<file path="config.mk">
export PLATFORM = sky130hd
export DESIGN_NAME = layer_mixer
export DESIGN_NICKNAME = d
export VERILOG_FILES = /design/src/rtl/layer_mixer_pkg.sv /design/src/rtl/pipe_delay.sv /design/src/rtl/layer_mixer.sv
export SDC_FILE = /design/constraint.sdc
export NUM_CORES = 1
export LEC_CHECK = 0
export ABC_AREA = 0
export CORE_MARGIN = 2
export CORE_UTILIZATION = 42
export CTS_CLUSTER_DIAMETER = 50
export DETAILED_ROUTE_END_ITERATION = 8
export GPL_TIMING_DRIVEN = 0
export PLACE_DENSITY = 0.84
export SLEW_MARGIN = 0
export SYNTH_ARGS = -nofsm -noshare
export SYNTH_HDL_FRONTEND = slang
export SYNTH_SLANG_ARGS = --single-unit
</file>
<file path="constraint.sdc">
create_clock -name clk -period 2.1 [get_ports clk]
set_clock_uncertainty 0.05 [all_clocks]
set_input_delay 0.21 -clock clk [delete_from_list [all_inputs] [get_ports clk]]
set_output_delay 0.21 -clock clk [all_outputs]
set_load 0.01 [all_outputs]
</file>
<file path="src/rtl/layer_mixer_pkg.sv">
// Shared definitions for the pixel compositor and the VGA timing generator.
// Holds the colour width, the default transparency key, the sync polarity
// and a small helper that decides whether a sprite pixel is visible.
package layer_mixer_pkg;

    localparam int RGB_W = 12;

    // Magenta is reserved as the "see-through" colour in the sprite ROMs.
    localparam logic [RGB_W-1:0] KEY_RGB_DEFAULT = 12'hF0F;

    // Colour driven outside the active area.
    localparam logic [RGB_W-1:0] RGB_BLANK = 12'h000;

    // VGA syncs are active-low; the idle level is the inverse.
    localparam logic SYNC_ACTIVE = 1'b0;
    localparam logic SYNC_IDLE   = 1'b1;

    // A layer covers the pixel when its box flag is set and its ROM colour
    // is not the transparency key.
    function automatic logic is_opaque(
        input logic             in_box,
        input logic [RGB_W-1:0] colour,
        input logic [RGB_W-1:0] key
    );
        return in_box && (colour != key);
    endfunction

endpackage

</file>
<file path="src/rtl/pipe_delay.sv">
// Parameterised shift register with enable.
// Ports:
//   clk    - system clock
//   rst_n  - asynchronous active-low reset, loads RESET_VAL into every stage
//   srst   - synchronous reset, loads RESET_VAL into every stage
//   en     - shift enable
//   d      - input word
//   q      - word delayed by DEPTH enabled cycles (d itself when DEPTH is 0)
module pipe_delay #(
    parameter int               WIDTH     = 1,
    parameter int               DEPTH     = 1,
    parameter logic [WIDTH-1:0] RESET_VAL = {WIDTH{1'b0}}
) (
    input  logic             clk,
    input  logic             rst_n,
    input  logic             srst,
    input  logic             en,
    input  logic [WIDTH-1:0] d,
    output logic [WIDTH-1:0] q
);

    generate
        if (DEPTH == 0) begin : g_pass
            assign q = d;
        end else begin : g_shift
            logic [WIDTH-1:0] stage_r [DEPTH];

            // Shift chain: stage 0 takes d, each later stage takes its predecessor.
            always_ff @(posedge clk or negedge rst_n) begin
                if (!rst_n) begin
                    for (int i = 0; i < DEPTH; i++) begin
                        stage_r[i] <= RESET_VAL;
                    end
                end else if (srst) begin
                    for (int i = 0; i < DEPTH; i++) begin
                        stage_r[i] <= RESET_VAL;
                    end
                end else if (en) begin
                    stage_r[0] <= d;
                    for (int i = 1; i < DEPTH; i++) begin
                        stage_r[i] <= stage_r[i-1];
                    end
                end else begin
                    for (int i = 0; i < DEPTH; i++) begin
                        stage_r[i] <= stage_r[i];
                    end
                end
            end

            assign q = stage_r[DEPTH-1];
        end
    endgenerate

endmodule

</file>
<file path="src/rtl/layer_mixer.sv">
// Pixel compositor between the sprite layers and the VGA pins.
// Box flags and syncs are delayed to line up with the ROM colours, the
// frontmost opaque layer (lowest index) is chosen, and colour plus syncs are
// registered together. A player/hazard overlap flag is accumulated per frame
// and published at each vsync falling edge.
// Ports:
//   clk, rst_n           - clock and asynchronous active-low reset
//   pix_en               - pixel tick; all state advances only when high
//   video_on             - active-area flag, aligned with col/row
//   hsync_in, vsync_in   - active-low syncs, aligned with col/row
//   hit                  - per-layer in-box flags, aligned with col/row
//   layer_rgb            - layer colours (layer i at [12i+11:12i]), ROM_LAT ticks late
//   bg_rgb               - background colour, same alignment as layer_rgb
//   rgb, hsync, vsync    - registered pixel colour and syncs to the DAC
//   collide              - previous frame had a player/hazard overlap
//   frame_tick           - one-clk pulse at each vsync falling edge
module layer_mixer
    import layer_mixer_pkg::*;
#(
    parameter int                    NUM_LAYERS  = 4,
    parameter int                    ROM_LAT     = 1,
    parameter logic [RGB_W-1:0]      KEY_RGB     = KEY_RGB_DEFAULT,
    parameter int                    PLAYER_IDX  = 1,
    parameter logic [NUM_LAYERS-1:0] HAZARD_MASK = 4'b0100
) (
    input  logic                        clk,
    input  logic                        rst_n,
    input  logic                        pix_en,
    input  logic                        video_on,
    input  logic                        hsync_in,
    input  logic                        vsync_in,
    input  logic [NUM_LAYERS-1:0]       hit,
    input  logic [RGB_W*NUM_LAYERS-1:0] layer_rgb,
    input  logic [RGB_W-1:0]            bg_rgb,
    output logic [RGB_W-1:0]            rgb,
    output logic                        hsync,
    output logic                        vsync,
    output logic                        collide,
    output logic                        frame_tick
);

    localparam int CTL_W = NUM_LAYERS + 3;

    // Delay-line fill value: no hits, blanked, syncs idle.
    localparam logic [CTL_W-1:0] CTL_RST = {{NUM_LAYERS{1'b0}}, 1'b0, SYNC_IDLE, SYNC_IDLE};

    // The player can never be its own hazard.
    localparam logic [NUM_LAYERS-1:0] PLAYER_BIT = {{(NUM_LAYERS-1){1'b0}}, 1'b1} << PLAYER_IDX;
    localparam logic [NUM_LAYERS-1:0] HAZARD_EFF = HAZARD_MASK & ~PLAYER_BIT;

    logic [CTL_W-1:0]      ctl_d_s;
    logic [NUM_LAYERS-1:0] hit_d_s;
    logic                  video_on_d_s;
    logic                  hsync_d_s;
    logic                  vsync_d_s;
    logic [NUM_LAYERS-1:0] opaque_s;
    logic [RGB_W-1:0]      pick_s;
    logic                  found_s;
    logic [RGB_W-1:0]      mux_rgb_s;
    logic                  overlap_s;
    logic                  vs_fall_s;

    logic [RGB_W-1:0]      rgb_r;
    logic                  hsync_r;
    logic                  vsync_r;
    logic                  collide_r;
    logic                  frame_tick_r;
    logic                  acc_r;

    pipe_delay #(
        .WIDTH     (CTL_W),
        .DEPTH     (ROM_LAT),
        .RESET_VAL (CTL_RST)
    ) u_ctl_delay (
        .clk   (clk),
        .rst_n (rst_n),
        .srst  (1'b0),
        .en    (pix_en),
        .d     ({hit, video_on, hsync_in, vsync_in}),
        .q     (ctl_d_s)
    );

    assign {hit_d_s, video_on_d_s, hsync_d_s, vsync_d_s} = ctl_d_s;

    // Per-layer visibility once flags and colours are aligned.
    always_comb begin
        opaque_s = {NUM_LAYERS{1'b0}};
        for (int i = 0; i < NUM_LAYERS; i++) begin
            opaque_s[i] = is_opaque(hit_d_s[i], layer_rgb[i*RGB_W +: RGB_W], KEY_RGB);
        end
    end

    // Priority mux: the first opaque layer from the front wins, else background.
    always_comb begin
        pick_s  = bg_rgb;
        found_s = 1'b0;
        for (int i = 0; i < NUM_LAYERS; i++) begin
            if (opaque_s[i] && !found_s) begin
                pick_s  = layer_rgb[i*RGB_W +: RGB_W];
                found_s = 1'b1;
            end else begin
                found_s = found_s;
            end
        end
        if (video_on_d_s) begin
            mux_rgb_s = pick_s;
        end else begin
            mux_rgb_s = RGB_BLANK;
        end
    end

    // Overlap detect and frame boundary. vsync_r always holds the previous
    // delayed vsync, so comparing it with the current one finds the falling edge.
    always_comb begin
        overlap_s = video_on_d_s && opaque_s[PLAYER_IDX] && (|(opaque_s & HAZARD_EFF));
        vs_fall_s = pix_en && (vsync_r == SYNC_IDLE) && (vsync_d_s == SYNC_ACTIVE);
    end

    // Output stage: colour and syncs registered together to stay aligned.
    always_ff @(posedge clk or negedge rst_n) begin
        if (!rst_n) begin
            rgb_r   <= RGB_BLANK;
            hsync_r <= SYNC_IDLE;
            vsync_r <= SYNC_IDLE;
        end else if (pix_en) begin
            rgb_r   <= mux_rgb_s;
            hsync_r <= hsync_d_s;
            vsync_r <= vsync_d_s;
        end else begin
            rgb_r   <= rgb_r;
            hsync_r <= hsync_r;
            vsync_r <= vsync_r;
        end
    end

    // Collision accumulator: an overlap on the boundary tick belongs to the new frame.
    always_ff @(posedge clk or negedge rst_n) begin
        if (!rst_n) begin
            acc_r        <= 1'b0;
            collide_r    <= 1'b0;
            frame_tick_r <= 1'b0;
        end else begin
            frame_tick_r <= vs_fall_s;
            if (vs_fall_s) begin
                collide_r <= acc_r;
                acc_r     <= overlap_s;
            end else if (pix_en) begin
                collide_r <= collide_r;
                acc_r     <= acc_r | overlap_s;
            end else begin
                collide_r <= collide_r;
                acc_r     <= acc_r;
            end
        end
    end

    assign rgb        = rgb_r;
    assign hsync      = hsync_r;
    assign vsync      = vsync_r;
    assign collide    = collide_r;
    assign frame_tick = frame_tick_r;

endmodule

</file>
==> summary.txt <==
Run status
  – Status: complete, no violations

Synth
  – Prevailing post-synth register cell: sky130_fd_sc_hd__dfrtp_1
  – Register area share after synthesis: 32.4%
  – Ranking of synthesized cells by area: sky130_fd_sc_hd__dfrtp_1 (27%), sky130_fd_sc_hd__mux2_2 (6.6%), sky130_fd_sc_hd__mux2i_1 (6.4%)
  – Synth unique cells: 37
  – Post-synth EDFFs: 0
  – Number of nets in the synthesized netlist: 266
  – Yosys warnings: 0
  – Cells after synthesis: 196
  – FF+latch count, synth: 24
  – Async set-reset flop share out of synthesis: 100%
  – Synthesized cell area: 0.00187 sq mm
  – Post-synthesis area per instance: 9.54 sq um
  – Share of the synthesized area in the top cell type: 26.8%
  – Biggest area consumer among synthesized cells: sky130_fd_sc_hd__dfrtp_1

Global route
  – Global-route wire length before repair: 8640 um
  – Total global routing track utilization: 21.7%
  – Antenna violations before repair: 0
  – Largest net degree at the start of global routing: 25
  – Vias in the first global route: 1825
  – Global route total overflow: 0

Route
  – DRC viols: 0
  – Routed length per instance: 16.2 um
  – Total number of vias: 1884
  – Average via count per standard cell: 5.49
  – Initial DRC Count: 126
  – Count of antenna-violating nets left after detailed routing: 0
  – Detailed Route WL: 5540 um
  – Number of search-and-repair iterations in the first detailed-routing pass: 5

Setup path
  – Beginning of the worst register-to-register path: u_ctl_delay.q[3]$_DFFE_PN0P_
  – FF-to-FF setup slack: 0.25 ns
  – Worst EP arrival: 2.07 ns
  – Kind of end point of the critical path: register
  – Crit path launch: layer_rgb[7]
  – Required time reported for the critical path endpoint: 2.18 ns
  – Reg-to-Reg End: rgb[1]$_DFFE_PN0P_
  – Worst Reg2Reg Path Length in Cells: 6
  – Startpoint Class: input pin
  – Critical path start-end classification: in2reg
  – Highest net fanout along the worst path: 10

Power and ir drop
  – Power per unit of standard cell area: 573 mW/mm^2
  – Peak supply drop: 449 uV
  – LEAKAGE: 0.00121 uW

Floorplan
  – DIE HEIGHT: 70.7 um
  – I/O Pins: 86
  – Placement Rows: 24
  – Horiz. Die Dim: 70.7 um
  – Full die area: 0.00500 sq mm
  – Initial standard-cell utilization of the core: 43.2%
  – Core ar.: 0.00432 sq mm

STA
  – Hold Vio Cnt, Final: 0
  – Fin crit period: 1.99 ns
  – Sum of negative setup slack: 0 ns
  – RSZ-0062 raised after global routing: false
  – Transition time of the tightest slew-check pin: 1.06 ns
  – Hold Worst Slack: 0.459 ns
  – Final setup violation count: 0
  – Fmax: 502 MHz
  – Number of pins exceeding their max-slew limit in the final report: 0
  – Post-route clock period utilization: 94.9%
  – Tightest slew margin relative to the limit: 28.8%

Clock tree
  – # H-tree levels: 1
  – Number of buffers added by the clock tree synthesis step: 3
  – Sinks on Clock Net: 24
  – Hold-fix buffer count after cts: 0
  – Worst-case clock buffer depth: 2
  – Clock-pin transition on the worst setup and hold timing paths: 0.09 ns
  – Root Buffer Master: sky130_fd_sc_hd__clkbuf_8
  – CTS tree: yes
  – Clock latency at the later pin of the worst-skew pair: 0.27 ns

Layout
  – FILL cells: 378
  – Post-layout nets: 362
  – Most frequent cells in the layout: sky130_fd_sc_hd__clkdlybuf4s50_1 (85), sky130_fd_sc_hd__inv_1 (26), sky130_fd_sc_hd__dfrtp_1 (20), sky130_fd_sc_hd__o22ai_1 (19), sky130_fd_sc_hd__and2_1 (13)
  – Synthesis-to-finish area growth: 56.1%
  – Count of inserted antenna diode cells: 0
  – Share of post-route cells with drive strength above 1: 16.5%
  – Most frequent standard cell in the layout excluding fill and tap cells: sky130_fd_sc_hd__clkdlybuf4s50_1

Place
  – DPL Wire Length: 4380 um
  – Final GP Congestion: 0.831
  – Port Buf Inserts: 85

Worst hold path
  – Worst hold path class: in2async

Run
  – Number of max-cap violations: 0
==> cells by family (layout without fill, tap and decap cells) <==
kind of cell	count (synthesis)	in the layout	synth area share, %
AND/OR/NAND/NOR	59	59	22.1
multiplexers	23	23	13.1
AO/OA/AOI/OAI	52	52	22.9
flip-flops	24	24	32.4
buffers and inverters	38	133	9.57
==> repair_timing <==
item | in CTS | in global routing
pin swaps | 1 | 3
setup buffers | 0 | 6
setup endpoints to repair | 2 | 11
gates resized for setup | 0 | 6
hold endpoints to repair | 0 | 0
==> power by group <==
group | total [uW] | switching [uW] | internal, uW
clock network | 405 | 150 | 255
logic | 682 | 287 | 395
registers | 584 | 45.4 | 539
==> layer usage <==
layer	up-vias	track usage (%)	routed length, um
met5	-	0	0
met4	0	4.19	76
met3	8	3.99	306
met2	77	38.6	2810
met1	895	27.8	2350
li1	904	-	-
==> synth_stat cells, types with 2 or more instances <==
| master | n |
|---|---|
| sky130_fd_sc_hd__o22ai_1 | 19 |
| sky130_fd_sc_hd__clkbuf_1 | 5 |
| sky130_fd_sc_hd__nand2b_1 | 8 |
| sky130_fd_sc_hd__nand2_1 | 12 |
| sky130_fd_sc_hd__mux2i_1 | 12 |
| sky130_fd_sc_hd__o31ai_4 | 2 |
| sky130_fd_sc_hd__nand4b_1 | 8 |
| sky130_fd_sc_hd__nand4bb_1 | 3 |
| sky130_fd_sc_hd__and2_1 | 13 |
| sky130_fd_sc_hd__mux2_2 | 11 |
| sky130_fd_sc_hd__o21ai_0 | 12 |
| sky130_fd_sc_hd__nor2b_1 | 8 |
| sky130_fd_sc_hd__dfstp_2 | 4 |
| sky130_fd_sc_hd__dfrtp_1 | 20 |
| sky130_fd_sc_hd__inv_1 | 26 |
| sky130_fd_sc_hd__buf_4 | 2 |
| sky130_fd_sc_hd__clkbuf_8 | 2 |
| sky130_fd_sc_hd__a221oi_2 | 7 |
| sky130_fd_sc_hd__a221oi_1 | 4 |
==> flip-flops by register name (all words and copies together), names as in the netlist <==
register       cells
rgb               12
u_ctl_delay.q      7
acc_r              1
collide            1
frame_tick         1
hsync              1
vsync              1
==> final cells by class <==
cell class / instances / area, sq um / area share (%)
multi-input cells: 134 / 1100 / 37.6
repair buffers: 91 / 896 / 30.7
flip-flops and latches: 24 / 606 / 20.8
inverters: 26 / 97.6 / 3.34
plain buffers: 12 / 83.8 / 2.87
well taps: 52 / 65.1 / 2.23
clock buffers: 3 / 41.3 / 1.42
clock inverters: 1 / 30.0 / 1.03
==> through the flow <==
stage	cell area, sq um	worst slack [ns]	std cells	power, uW	utilization [%]
final	2920	0.106	343	1670	67.5
after global routing	2920	0.0107	343	1750	67.5
after CTS	2860	0.00675	337	1650	66.1
after detailed placement	2790	-0.264	333	1250	64.4
after global placement	2790	-0.295	333	1240	64.4
after floorplan	1870	0.497	196	917	-
==> worst max-delay path by stage <==
stage | slack (ns) | to
finish | 0.11 | rgb[4]$_DFFE_PN0P_
global route | 0.01 | rgb[1]$_DFFE_PN0P_
CTS | 0.007 | rgb[4]$_DFFE_PN0P_
detailed placement | -0.26 | rgb[1]$_DFFE_PN0P_
global placement | -0.30 | rgb[5]$_DFFE_PN0P_
floorplan | 0.50 | rgb[6]$_DFFE_PN0P_
==> worst max-delay path, stage by stage <==
cell                              delay [ns]
sky130_fd_sc_hd__clkdlybuf4s50_1        0.43
sky130_fd_sc_hd__nand4b_1               0.29
sky130_fd_sc_hd__o31ai_4                0.39
sky130_fd_sc_hd__nand4b_1               0.19
sky130_fd_sc_hd__clkbuf_2               0.21
sky130_fd_sc_hd__o21ai_0                0.23
sky130_fd_sc_hd__o22ai_1                0.10
Power figures use the tool's default switching activity.
